File: src/rtl/kw_ram_1rws_stream_ctrl_if.sv
// +-----------------------------------------------------------------------------+
// | kw_ram_1rws_stream_ctrl_if                                                  |
// | Request, response and RAM pin bundle for kw_ram_1rws_stream_ctrl.           |
// | Optional: KW_RAM_1RWS_STREAM_CTRL_WACK_EN adds rsp_is_write.                |
// | Revision: 1.0                                                               |
// +-----------------------------------------------------------------------------+
`timescale 1ns/1ps
`default_nettype none

interface kw_ram_1rws_stream_ctrl_if #(
    parameter int DATA_WIDTH = 256,
    parameter int ADDR_WIDTH = 5
);
    logic                  req_valid;
    logic                  req_ready;
    logic                  req_we;
    logic [ADDR_WIDTH-1:0] req_addr;
    logic [DATA_WIDTH-1:0] req_wdata;

    logic                  rsp_valid;
    logic                  rsp_ready;
    logic [DATA_WIDTH-1:0] rsp_rdata;
`ifdef KW_RAM_1RWS_STREAM_CTRL_WACK_EN
    logic                  rsp_is_write;
`endif

    logic                  ram_cs_n;
    logic                  ram_we_n;
    logic [ADDR_WIDTH-1:0] ram_addr;
    logic [DATA_WIDTH-1:0] ram_wdata;
    logic [DATA_WIDTH-1:0] ram_rdata;

    // Controller side
    modport slave (
        input  req_valid, req_we, req_addr, req_wdata, rsp_ready, ram_rdata,
        output req_ready, rsp_valid, rsp_rdata, ram_cs_n, ram_we_n, ram_addr, ram_wdata
`ifdef KW_RAM_1RWS_STREAM_CTRL_WACK_EN
        , output rsp_is_write
`endif
    );

    // Requester / consumer / RAM side
    modport master (
        output req_valid, req_we, req_addr, req_wdata, rsp_ready, ram_rdata,
        input  req_ready, rsp_valid, rsp_rdata, ram_cs_n, ram_we_n, ram_addr, ram_wdata
`ifdef KW_RAM_1RWS_STREAM_CTRL_WACK_EN
        , input rsp_is_write
`endif
    );
endinterface

`default_nettype wire

File: src/rtl/kw_ram_1rws_stream_ctrl.sv
// +-----------------------------------------------------------------------------+
// | kw_ram_1rws_stream_ctrl                                                     |
// | Valid/ready front end for a 1RW DFF RAM with a credit-protected response    |
// | FIFO. Optional: KW_RAM_1RWS_STREAM_CTRL_WACK_EN (write acknowledgements).   |
// | Revision: 1.0                                                               |
// +-----------------------------------------------------------------------------+
`timescale 1ns/1ps
`default_nettype none

module kw_ram_1rws_stream_ctrl #(
    parameter int DATA_WIDTH = 256,
    parameter int DEPTH      = 32,
    parameter int RSP_DEPTH  = 4
) (
    input  wire logic                 clock,
    input  wire logic                 reset_n,
    kw_ram_1rws_stream_ctrl_if.slave  bus
);
    localparam int ADDR_WIDTH = $clog2(DEPTH);
    localparam int PTR_W      = $clog2(RSP_DEPTH);
    localparam int USED_W     = $clog2(RSP_DEPTH + 1);

    localparam logic [USED_W-1:0] CREDITS  = USED_W'(RSP_DEPTH);
    localparam logic [USED_W-1:0] USED_ONE = USED_W'(1);
    localparam logic [PTR_W:0]    PTR_ONE  = (PTR_W + 1)'(1);

    logic                  accept;
    logic                  take_credit;
    logic                  pop;
    logic                  push;
    logic                  fifo_full;
    logic                  fifo_empty;
    logic [USED_W-1:0]     used;
    logic                  rd_pend;
    logic [PTR_W:0]        wr_ptr;
    logic [PTR_W:0]        rd_ptr;
    logic [PTR_W-1:0]      wr_idx;
    logic [PTR_W-1:0]      rd_idx;
    logic [ADDR_WIDTH-1:0] req_addr;
    logic [DATA_WIDTH-1:0] push_data;
    logic [DATA_WIDTH-1:0] fifo_data [RSP_DEPTH];

    assign req_addr      = bus.req_addr;

    // Credits gate both request types, so a full FIFO stalls writes too.
    assign bus.req_ready = reset_n && (used < CREDITS);
    assign accept        = bus.req_valid && bus.req_ready;

    assign bus.ram_cs_n  = !accept;
    assign bus.ram_we_n  = !(accept && bus.req_we);
    assign bus.ram_addr  = req_addr;
    assign bus.ram_wdata = bus.req_wdata;

    assign wr_idx     = wr_ptr[PTR_W-1:0];
    assign rd_idx     = rd_ptr[PTR_W-1:0];
    assign fifo_empty = (wr_ptr == rd_ptr);
    assign fifo_full  = (wr_ptr[PTR_W] != rd_ptr[PTR_W]) && (wr_idx == rd_idx);

    assign pop           = bus.rsp_valid && bus.rsp_ready;
    assign push          = rd_pend;
    assign bus.rsp_valid = !fifo_empty;
    assign bus.rsp_rdata = fifo_empty ? '0 : fifo_data[rd_idx];

`ifdef KW_RAM_1RWS_STREAM_CTRL_WACK_EN
    logic pend_is_write;
    logic fifo_is_write [RSP_DEPTH];

    assign take_credit      = accept;
    assign push_data        = pend_is_write ? '0 : bus.ram_rdata;
    assign bus.rsp_is_write = fifo_empty ? 1'b0 : fifo_is_write[rd_idx];

    always_ff @(posedge clock or negedge reset_n) begin
        if (!reset_n) begin
            pend_is_write <= 1'b0;
        end else begin
            pend_is_write <= accept && bus.req_we;
        end
    end

    always_ff @(posedge clock) begin
        if (push) begin
            fifo_is_write[wr_idx] <= pend_is_write;
        end
    end
`else
    assign take_credit = accept && !bus.req_we;
    assign push_data   = bus.ram_rdata;
`endif

    // Credit counter: accepted-but-unpopped responses, including in-flight reads.
    always_ff @(posedge clock or negedge reset_n) begin
        if (!reset_n) begin
            used <= '0;
        end else if (take_credit && !pop) begin
            used <= used + USED_ONE;
        end else if (!take_credit && pop) begin
            used <= used - USED_ONE;
        end
    end

    // ram_rdata is valid exactly one cycle after the access that earns a credit.
    always_ff @(posedge clock or negedge reset_n) begin
        if (!reset_n) begin
            rd_pend <= 1'b0;
        end else begin
            rd_pend <= take_credit;
        end
    end

    always_ff @(posedge clock or negedge reset_n) begin
        if (!reset_n) begin
            wr_ptr <= '0;
            rd_ptr <= '0;
        end else begin
            if (push) begin
                wr_ptr <= wr_ptr + PTR_ONE;
            end
            if (pop) begin
                rd_ptr <= rd_ptr + PTR_ONE;
            end
        end
    end

    // Storage is not reset; the head is masked to zero while the FIFO is empty.
    always_ff @(posedge clock) begin
        if (push) begin
            fifo_data[wr_idx] <= push_data;
        end
    end

`ifndef SYNTHESIS
    a_no_overflow: assert property (@(posedge clock) disable iff (!reset_n) !(push && fifo_full));
`endif

endmodule

`default_nettype wire

File: src/flat_wrapper.sv
// flat-port wrapper written by rule: the top's interface ports become plain ports
module kw_ram_1rws_stream_ctrl_flat 
#(
    parameter int DATA_WIDTH = 256,
    parameter int DEPTH      = 32,
    parameter int RSP_DEPTH  = 4
)
  (clock, reset_n, bus_req_valid, bus_req_we, bus_req_addr, bus_req_wdata, bus_rsp_ready, bus_ram_rdata, bus_req_ready, bus_rsp_valid, bus_rsp_rdata, bus_ram_cs_n, bus_ram_we_n, bus_ram_addr, bus_ram_wdata);
  kw_ram_1rws_stream_ctrl_if #(.DATA_WIDTH(DATA_WIDTH)) bus_i ();
  input  wire logic clock;
  input  wire logic reset_n;
  input wire logic [$bits(bus_i.req_valid)-1:0] bus_req_valid;
  input wire logic [$bits(bus_i.req_we)-1:0] bus_req_we;
  input wire logic [$bits(bus_i.req_addr)-1:0] bus_req_addr;
  input wire logic [$bits(bus_i.req_wdata)-1:0] bus_req_wdata;
  input wire logic [$bits(bus_i.rsp_ready)-1:0] bus_rsp_ready;
  input wire logic [$bits(bus_i.ram_rdata)-1:0] bus_ram_rdata;
  output wire logic [$bits(bus_i.req_ready)-1:0] bus_req_ready;
  output wire logic [$bits(bus_i.rsp_valid)-1:0] bus_rsp_valid;
  output wire logic [$bits(bus_i.rsp_rdata)-1:0] bus_rsp_rdata;
  output wire logic [$bits(bus_i.ram_cs_n)-1:0] bus_ram_cs_n;
  output wire logic [$bits(bus_i.ram_we_n)-1:0] bus_ram_we_n;
  output wire logic [$bits(bus_i.ram_addr)-1:0] bus_ram_addr;
  output wire logic [$bits(bus_i.ram_wdata)-1:0] bus_ram_wdata;
  assign bus_i.req_valid = bus_req_valid;
  assign bus_i.req_we = bus_req_we;
  assign bus_i.req_addr = bus_req_addr;
  assign bus_i.req_wdata = bus_req_wdata;
  assign bus_i.rsp_ready = bus_rsp_ready;
  assign bus_i.ram_rdata = bus_ram_rdata;
  assign bus_req_ready = bus_i.req_ready;
  assign bus_rsp_valid = bus_i.rsp_valid;
  assign bus_rsp_rdata = bus_i.rsp_rdata;
  assign bus_ram_cs_n = bus_i.ram_cs_n;
  assign bus_ram_we_n = bus_i.ram_we_n;
  assign bus_ram_addr = bus_i.ram_addr;
  assign bus_ram_wdata = bus_i.ram_wdata;
  kw_ram_1rws_stream_ctrl #(.DATA_WIDTH(DATA_WIDTH), .DEPTH(DEPTH), .RSP_DEPTH(RSP_DEPTH)) u_core (.clock(clock), .reset_n(reset_n), .bus(bus_i));
endmodule
File: config.mk
export PLATFORM = sky130hd
export DESIGN_NAME = kw_ram_1rws_stream_ctrl_flat
export DESIGN_NICKNAME = d
export VERILOG_FILES = /design/src/rtl/kw_ram_1rws_stream_ctrl_if.sv /design/src/rtl/kw_ram_1rws_stream_ctrl.sv /design/src/flat_wrapper.sv
export SDC_FILE = /design/constraint.sdc
export NUM_CORES = 1
export LEC_CHECK = 0
export ABC_AREA = 1
export CELL_PAD_IN_SITES_DETAIL_PLACEMENT = 1
export CELL_PAD_IN_SITES_GLOBAL_PLACEMENT = 2
export CORE_AREA = 2 2 411 413
export DETAILED_ROUTE_END_ITERATION = 16
export DIE_AREA = 0 0 413 415
export PLACE_DENSITY_LB_ADDON = 0.1
export SYNTH_ARGS = -nofsm -noshare
export SYNTH_HDL_FRONTEND = slang
export SYNTH_SLANG_ARGS = --single-unit
File: constraint.sdc
create_clock -name clock -period 8.95 [get_ports clock]
set_clock_uncertainty 0.05 [all_clocks]
set_input_delay 1.3425 -clock clock [delete_from_list [all_inputs] [get_ports clock]]
set_output_delay 1.3425 -clock clock [all_outputs]
set_load 0.005 [all_outputs]
* Word-level counts from Yosys, hierarchy flattened
Memory sizes are Yosys's and may differ from the RTL's. Cells that the tools add are included.
Operators by class: $add $sub $neg 4, reduce and logical (&&, ||, !) cells 14, $lt $le $gt $ge 1, multiplexer cells 5, eq/ne operators 1
Operators with widths (count):
- 2-to-1 mux 256 bit | 1
- adder 3 x 1 -> 3 bit (second input constant) | 3
- logical AND 1 bit | 7
- logical NOT 1 bit | 6
- 2-to-1 mux 3 bit | 2
- == test 3 bit | 1
- < comparator 3 bit (second input constant) | 1
- subtractor 3 x 1 -> 3 bit (second input constant) | 1
- 2-to-1 mux 1 bit | 2
- nonzero test 2 bit | 1
Storage, ports and cells: register bits after elaboration 10, input port bits 522, memory bits (writable) 1024, memories kept 1, output and inout port bits 521, logic and storage cells 30
Memories:
- u_core.fifo_data | words 4, width 256, read ports 1, clocked after Yosys merged registers in 0, wr ports 1, RTL line kw_ram_1rws_stream_ctrl.sv:41 | logic [DATA_WIDTH-1:0] fifo_data [RSP_DEPTH];

* Longest topological paths before layout
Gate-level depths: netlist (run 1).
depth after elaboration 8, gate-level depth with buffers 13, depth with buffers taken out 12

* Worst setup path after synthesis (run 1)
No wires, ideal clock.
kind reg-to-reg, from register u_core.wr_ptr[0], to memory u_core.fifo_data[0][0], enable pin, required time 8.292 ns, buffers on the path 0, data arrival time 5.652 ns, clock period less this slack 6.310 ns, stages on the path, launching flop included 5, setup time 0.608 ns, slack 2.640 ns, cell sequence dfrtp_1 > inv_1 > ha_1 > nand2_1 > inv_1
RTL lines:
- start, declared | RTL line kw_ram_1rws_stream_ctrl.sv:35 | logic [PTR_W:0] wr_ptr;
- start signal, assigned | RTL line kw_ram_1rws_stream_ctrl.sv:116 | wr_ptr <= wr_ptr + PTR_ONE;
- end, declared | RTL line kw_ram_1rws_stream_ctrl.sv:41
No word-level cell before the write port.

* Final worst setup path (run 1)
from register u_core.rd_ptr[1], to output port bus_rsp_rdata[43]
On the way: cells in the longest elaborated chain, start to end 2, elaborated cells on any way between the ends 3, classes of those cells eq/ne (1); mux (1); memory (1)
Ends and longest elaborated chain:
- start, declared | RTL line kw_ram_1rws_stream_ctrl.sv:36 | logic [PTR_W:0] rd_ptr;
- start signal, assigned | RTL line kw_ram_1rws_stream_ctrl.sv:119 | rd_ptr <= rd_ptr + PTR_ONE;
- memory (4 x 256 bit) / == test 3 bit (equally long branches)
- 2-to-1 mux 256 bit * | RTL line kw_ram_1rws_stream_ctrl.sv:62 | assign bus.rsp_rdata = fifo_empty ? '0 : fifo_data[rd_idx];
- end, declared | RTL line flat_wrapper.sv:20 | output wire logic [$bits(bus_i.rsp_rdata)-1:0] bus_rsp_rdata;
Mark *: on every way between the ends. The rest lies on a longest branch, timed or not.

==> impl_metrics.yaml, run 1 <==
outcome:
  outcome: "complete, no violations"
clocking:
  cts.sinks: 1034
  cts_max_path_buffers: 3
  h-tree-depth: 4
  ctsHoldBuffers: 0
  cts_resized: 0
  tritoncts: "yes"
  cts_buffers: 130
  clkTransAtPathRegs_ps: 60
  cts_root_buffer: "clkbuf_16"
  clock_latency_ps: 720
  post_cts.repair.setup_buffers: 0
logic_synthesis:
  mappedNetlistNets: 3873
  synth_top_cell_area_share: 0.733
  postSynthCellCount: 3344
  syn_area_per_cell_um2: 12.6
  synthTopCellsByCount: "nor2_1, edfxtp_1, o21ai_0"
  yosys.cell_types.count: 22
  synth_sequential_area_ratio: 0.739
  synth_top_flop_cell: "edfxtp_1"
  netlist.top_cell.by_area: "edfxtp_1"
  synth-seq-cells: 1034
  synth-async-reset-ratio: 0.00967
  yosys.cell_count.top_type: "nor2_1"
  yosysWarningCount: 0
  synthesis.area_um2: 42000
  synth-edff-count: 1024
  synth.top_cells.by_area: "edfxtp_1, nor2_1, o21ai_0"
cells_and_area:
  finish.cell_count_without_fillers: 5872
  drive_gt1_frac: 0.0590
  synthToLayoutAreaGrowth_pct: 22.3
  nets: 4092
  final_util: 0.308
pwr:
  p_per_area_nw_per_um2: 352
  power_leakage_nw: 16.5
  vdd_ir_drop_max_v: 0.000262
floorplanning:
  placementRows: 150
  die_y_um: 415
  i_o_pin_count: 1043
  floorplan.initialDensity: 0.252
  placeableCoreArea_um2: 167000
  die_area_um2: 171000
  die_x_um: 413
timing:
  timing.final.crit_share: 0.751
  rsz0062_at_grt: "false"
  worst_pin_slew_ps: 1290
  timing.final.crit_period_ps: 6720
  slew_headroom: 0.142
  number_of_endpoints_with_negative_hold_slack_in_the_final_report: 0
  finalSetupTns_ps: 0
  slew_viol_final: 0
  clock.fmax_mhz: 149
  finalSetupViolCount: 0
placement:
  final_weighted_congestion_in_routability_driven_placement: 0.781
  post-place-cells: 5635
  detailed_place_hpwl_um: 114000
  io_buffer_count: 520
hold_path:
  worst_hold_launch: "u_core.used[2]$_DFFE_PN0P_"
  whs_path_depth: 1
  hold_path_class: "flop to flop"
routing:
  routed.top_layer: "met5"
  met2RoutedLength_um: 83300
  drt.antenna.violating_nets: 0
  detail_route.wirelength_um: 175000
  detailroute.wirelength.met3_um: 21600
  post_drt_via_cell_ratio: 4.54
  vias: 26662
  average_wire_per_cell_in_the_routed_design_um: 29.8
  first_iter_violations: 1320
  wl_met1_um: 62700
  drt-pass1-iter-count: 5
  post-route-drc-count: 0
global_route:
  grt_use_total: 0.198
  grt_overflow: 0
  antenna_found_initial: 67
  grt_pass1_wl_um: 237000
  grt_pass1_vias: 28383
  grt_max_degree: 211
setup_path:
  critical_path_class: "flop to primary output"
  rr_startpoint: "u_core.rd_ptr[1]$_DFFE_PN0P_"
  arrival_ps: 5330
  endpoint_kind: "primary output"
  cp-startpoint: "u_core.rd_ptr[1]$_DFFE_PN0P_"
  reg2regPathDepth: 12
  worst_ep_required_time_ps: 7560
  worstSetupStartpointType: "flop"
  cp_max_fo: 115
flow_run:
  drv_cap: 0
final cells by class:
cell class | instances | area (um^2)
Antenna cell | 5 | 12.5
Clock buffer | 164 | 3450
Clock inverter | 68 | 534
Fill cell | 17864 | 115000
Inverter | 13 | 101
Multi-Input combinational cell | 1837 | 8010
Sequential cell | 1034 | 31000
Tap cell | 2204 | 2760
Timing Repair Buffer | 547 | 5470
critical path: stages (launching register included):
cell and delay (ps):
dfrtp_4 690, inv_8 570, nand2_1 110, nand2_1 110, nand3_2 190, inv_8 740
buf_4 880, a21oi_1 430, clkdlybuf4s50_1 580
layer usage:
| metal | up-vias | global-route usage |
|---|---|---|
| met3 | 374 | 0.114 |
| met1 | 13337 | 0.207 |
| met2 | 912 | 0.329 |
| met4 | 62 | 0.0719 |
| li1 | 11977 | - |
| met5 | - | 0.0105 |
placed cells by master (no fill, tap or decap), types with 7 or more instances in the layout:
master,instances
buf_4,22
o21ai_0,435
nor2_1,1028
a21oi_2,10
dfrtp_1,8
o21ai_1,78
clkinv_1,34
inv_8,7
clkbuf_16,133
clkinv_2,17
clkbuf_1,30
a21oi_1,246
nand2_1,21
edfxtp_1,1024
clkdlybuf4s50_1,520
flip-flops by register name (all words and copies together), names as in the netlist:
name and flops:
u_core.rd_ptr 3, u_core.fifo_data 1024, u_core.push 1, u_core.used 3
u_core.wr_ptr 3
through the flow:
stage                     setup WS (ps)  area, um^2  hold WS [ps]  power (mW)
after floorplan                    2640       42000           395        8.98
after global placement             2740       47300           421        13.4
after detailed placement           2710       47300           432        13.5
after CTS                          1870       51300           443        18.6
after global routing               1850       51300           477        19.1
final                              2230       51400           434        18.1
report_power, final:
part	total (mW)	internal, mW	switching (mW)
Clock	4.96	2.88	2.07
Combinational	7.37	2.90	4.47
Sequential	5.73	5.56	0.166
kinds of logic (layout without fill, tap and decap cells):
kind of cell / after synthesis / count (layout) / synth area share
other: 0 / 5 / 0
muxes: 1 / 1 / 0.000268
adders and majority gates: 7 / 7 / 0.00227
buffers and inverters: 473 / 792 / 0.0706
DFF: 1034 / 1034 / 0.739
AOI/OAI and AO/OA: 769 / 769 / 0.0926
and+or+nand+nor: 1054 / 1054 / 0.0945
xor gates and xnor gates: 6 / 6 / 0.00125
path summary, 6_finish.rpt:
kind / to / slack [ps]
max: bus_rsp_rdata[43] / 2230
min: u_core.used[2]$_DFFE_PN0P_ / 430
max reg2reg: u_core.used[2]$_DFFE_PN0P_ / 5730
min reg2reg: u_core.used[2]$_DFFE_PN0P_ / 430
max in group asynchronous: u_core.rd_ptr[0]$_DFFE_PN0P_ / 7470
min in group asynchronous: u_core.wr_ptr[2]$_DFFE_PN0P_ / 940
No activity file was read; power rests on OpenSTA's default activity.
==> run 2, diff against run 1 <==
CORE_AREA = 2 2 407 409   (was 2 2 411 413)
DIE_AREA = 0 0 409 411   (was 0 0 413 415)
clock period = 5.65 ns   (was 8.95 ns; I/O delays follow)
==> run 2 against run 1 <==
  * Count of clock-buffer cells in the layout rose by 6
  * Wire length rose by 0.52%
  * Worst setup slack got worse by 1800 ps
  * Core utilization rose by 0.65 points
  * Sequential share of layout area fell by 0.25 points
  * Global-route usage rose by 0.46 points
  * Register-to-register slack got worse by 3200 ps
  * Hold slack improved by 31 ps
  * Via count rose by 0.53%
  * Combinational power rose by 63%
  * Critical endpoint is now bus_rsp_rdata[150]
==> impl_metrics.yaml, run 2 (synthesis results as in run 1) <==
global_route:
  grt_overflow: 0
  antenna_found_initial: 52
  grt_use_total: 0.203
  grt_max_degree: 189
  grt_pass1_wl_um: 238000
  grt_pass1_vias: 28471
clocking:
  h-tree-depth: 4
  cts_buffers: 130
  clock_latency_ps: 740
  post_cts.repair.setup_buffers: 0
  tritoncts: "yes"
  cts_resized: 0
  ctsHoldBuffers: 0
  clkTransAtPathRegs_ps: 50
  cts.sinks: 1034
  cts_max_path_buffers: 3
  cts_root_buffer: "clkbuf_16"
timing:
  holdWs_ps: 464
  rsz0062_at_grt: "false"
  worst_pin_slew_ps: 1260
  slew_viol_final: 0
  timing.final.crit_period_ps: 5260
  clock.fmax_mhz: 190
  slew_headroom: 0.157
  number_of_endpoints_with_negative_hold_slack_in_the_final_report: 0
  finalSetupTns_ps: 0
  finalSetupViolCount: 0
  timing.final.crit_share: 0.931
routing:
  drt.antenna.violating_nets: 0
  drt-pass1-iter-count: 5
  post_drt_via_cell_ratio: 4.57
  detail_route.wirelength_um: 176000
  vias: 26804
  first_iter_violations: 1330
  average_wire_per_cell_in_the_routed_design_um: 29.9
  post-route-drc-count: 0
cells_and_area:
  layout.cells.most_common: "nor2_1"
  synthToLayoutAreaGrowth_pct: 22.8
  number_of_flip_flops_in_the_largest_register: 1024
  number_of_inserted_filler_cells_in_the_final_layout: 17464
  final_util: 0.315
  finish.cell_count_without_fillers: 5869
  drive_gt1_frac: 0.0613
  nets: 4104
  regMostFlops: "u_core.fifo_data"
  most-common-layout-cells: "nor2_1, edfxtp_1, clkdlybuf4s50_1"
pwr:
  design_power_total_mw: 28.8
  p_per_area_nw_per_um2: 559
  power_leakage_nw: 16.6
  vdd_ir_drop_max_v: 0.000386
hold_path:
  whs_path_depth: 1
  hold_path_class: "flop to flop"
floorplanning:
  i_o_pin_count: 1043
  die_y_um: 411
  die_area_um2: 168000
  placementRows: 149
  die_x_um: 409
  floorplan.initialDensity: 0.256
  placeableCoreArea_um2: 164000
placement:
  final_weighted_congestion_in_routability_driven_placement: 0.849
  detailed_place_hpwl_um: 116000
  io_buffer_count: 520
  post-place-cells: 5632
setup_path:
  critical_path_class: "flop to primary output"
  cp_slowest_stage_delay_ps: 790
  arrival_ps: 4370
  worstSetupStartpointType: "flop"
  cp_max_fo: 188
  endpoint_kind: "primary output"
  worst_ep_required_time_ps: 4750
  reg2regPathDepth: 6
  crit_slowest_cell: "inv_8"
  worstPathCellList: "inv_8 -> buf_4 -> o21ai_0 -> a21oi_1 -> clkdlybuf4s50_1"
flow_run:
  drv_cap: 0
outcome:
  outcome: "complete, no violations"
-- run 2: critical path, delay by kind of cell (launching register included) --
kind,cells,cell delay (ps)
buffers and inverters,3,1970
DFF,1,720
AOI/OAI and AO/OA,2,660
-- run 2: area by class of cell --
class                           count  area, um^2  share of cell area
Sequential cell                  1034       31000               0.601
Multi-Input combinational cell   1837        8010               0.155
Timing Repair Buffer              559        5710               0.111
Clock buffer                      170        3500              0.0678
Tap cell                         2189        2740              0.0531
Clock inverter                     60         490             0.00951
Inverter                           13        86.3             0.00167
Antenna cell                        7        17.5            0.000340
-- run 2: where the power goes --
group	internal, mW	total [mW]	switching, mW
logic	4.73	12.0	7.29
registers	8.81	9.02	0.211
clock network	4.48	7.80	3.32
-- run 2: metrics by stage --
| step | setup slack, ps | instance area [um^2] |
|---|---|---|
| after CTS | 227 | 51500 |
| after floorplan | 622 | 42000 |
| after global placement | 1120 | 47600 |
| after detailed placement | 1070 | 47600 |
| final | 387 | 51600 |
| after global routing | 137 | 51600 |
-- run 2: path summary, 6_finish.rpt --
check                      slack (ps)                           end                          from
max in group asynchronous        4540  u_core.rd_ptr[0]$_DFFE_PN0P_                       reset_n
hold / removal                    460    u_core.used[0]$_DFFE_PN0P_    u_core.used[0]$_DFFE_PN0P_
setup reg to reg                 2530  u_core.rd_ptr[2]$_DFFE_PN0P_  u_core.rd_ptr[1]$_DFFE_PN0P_
hold reg to reg                   460    u_core.used[0]$_DFFE_PN0P_    u_core.used[0]$_DFFE_PN0P_
setup / recovery                  390            bus_rsp_rdata[150]  u_core.rd_ptr[0]$_DFFE_PN0P_
min in group asynchronous         490    u_core.used[2]$_DFFE_PN0P_                       reset_n
-- run 2: layer usage --
| metal | wire length, um | vias up | global-route usage |
|---|---|---|---|
| met5 | 465 | - | 0.00594 |
| met4 | 7370 | 54 | 0.0811 |
| met3 | 21500 | 390 | 0.118 |
| met2 | 84900 | 897 | 0.340 |
| met1 | 61400 | 13476 | 0.206 |
| li1 | - | 11987 | - |
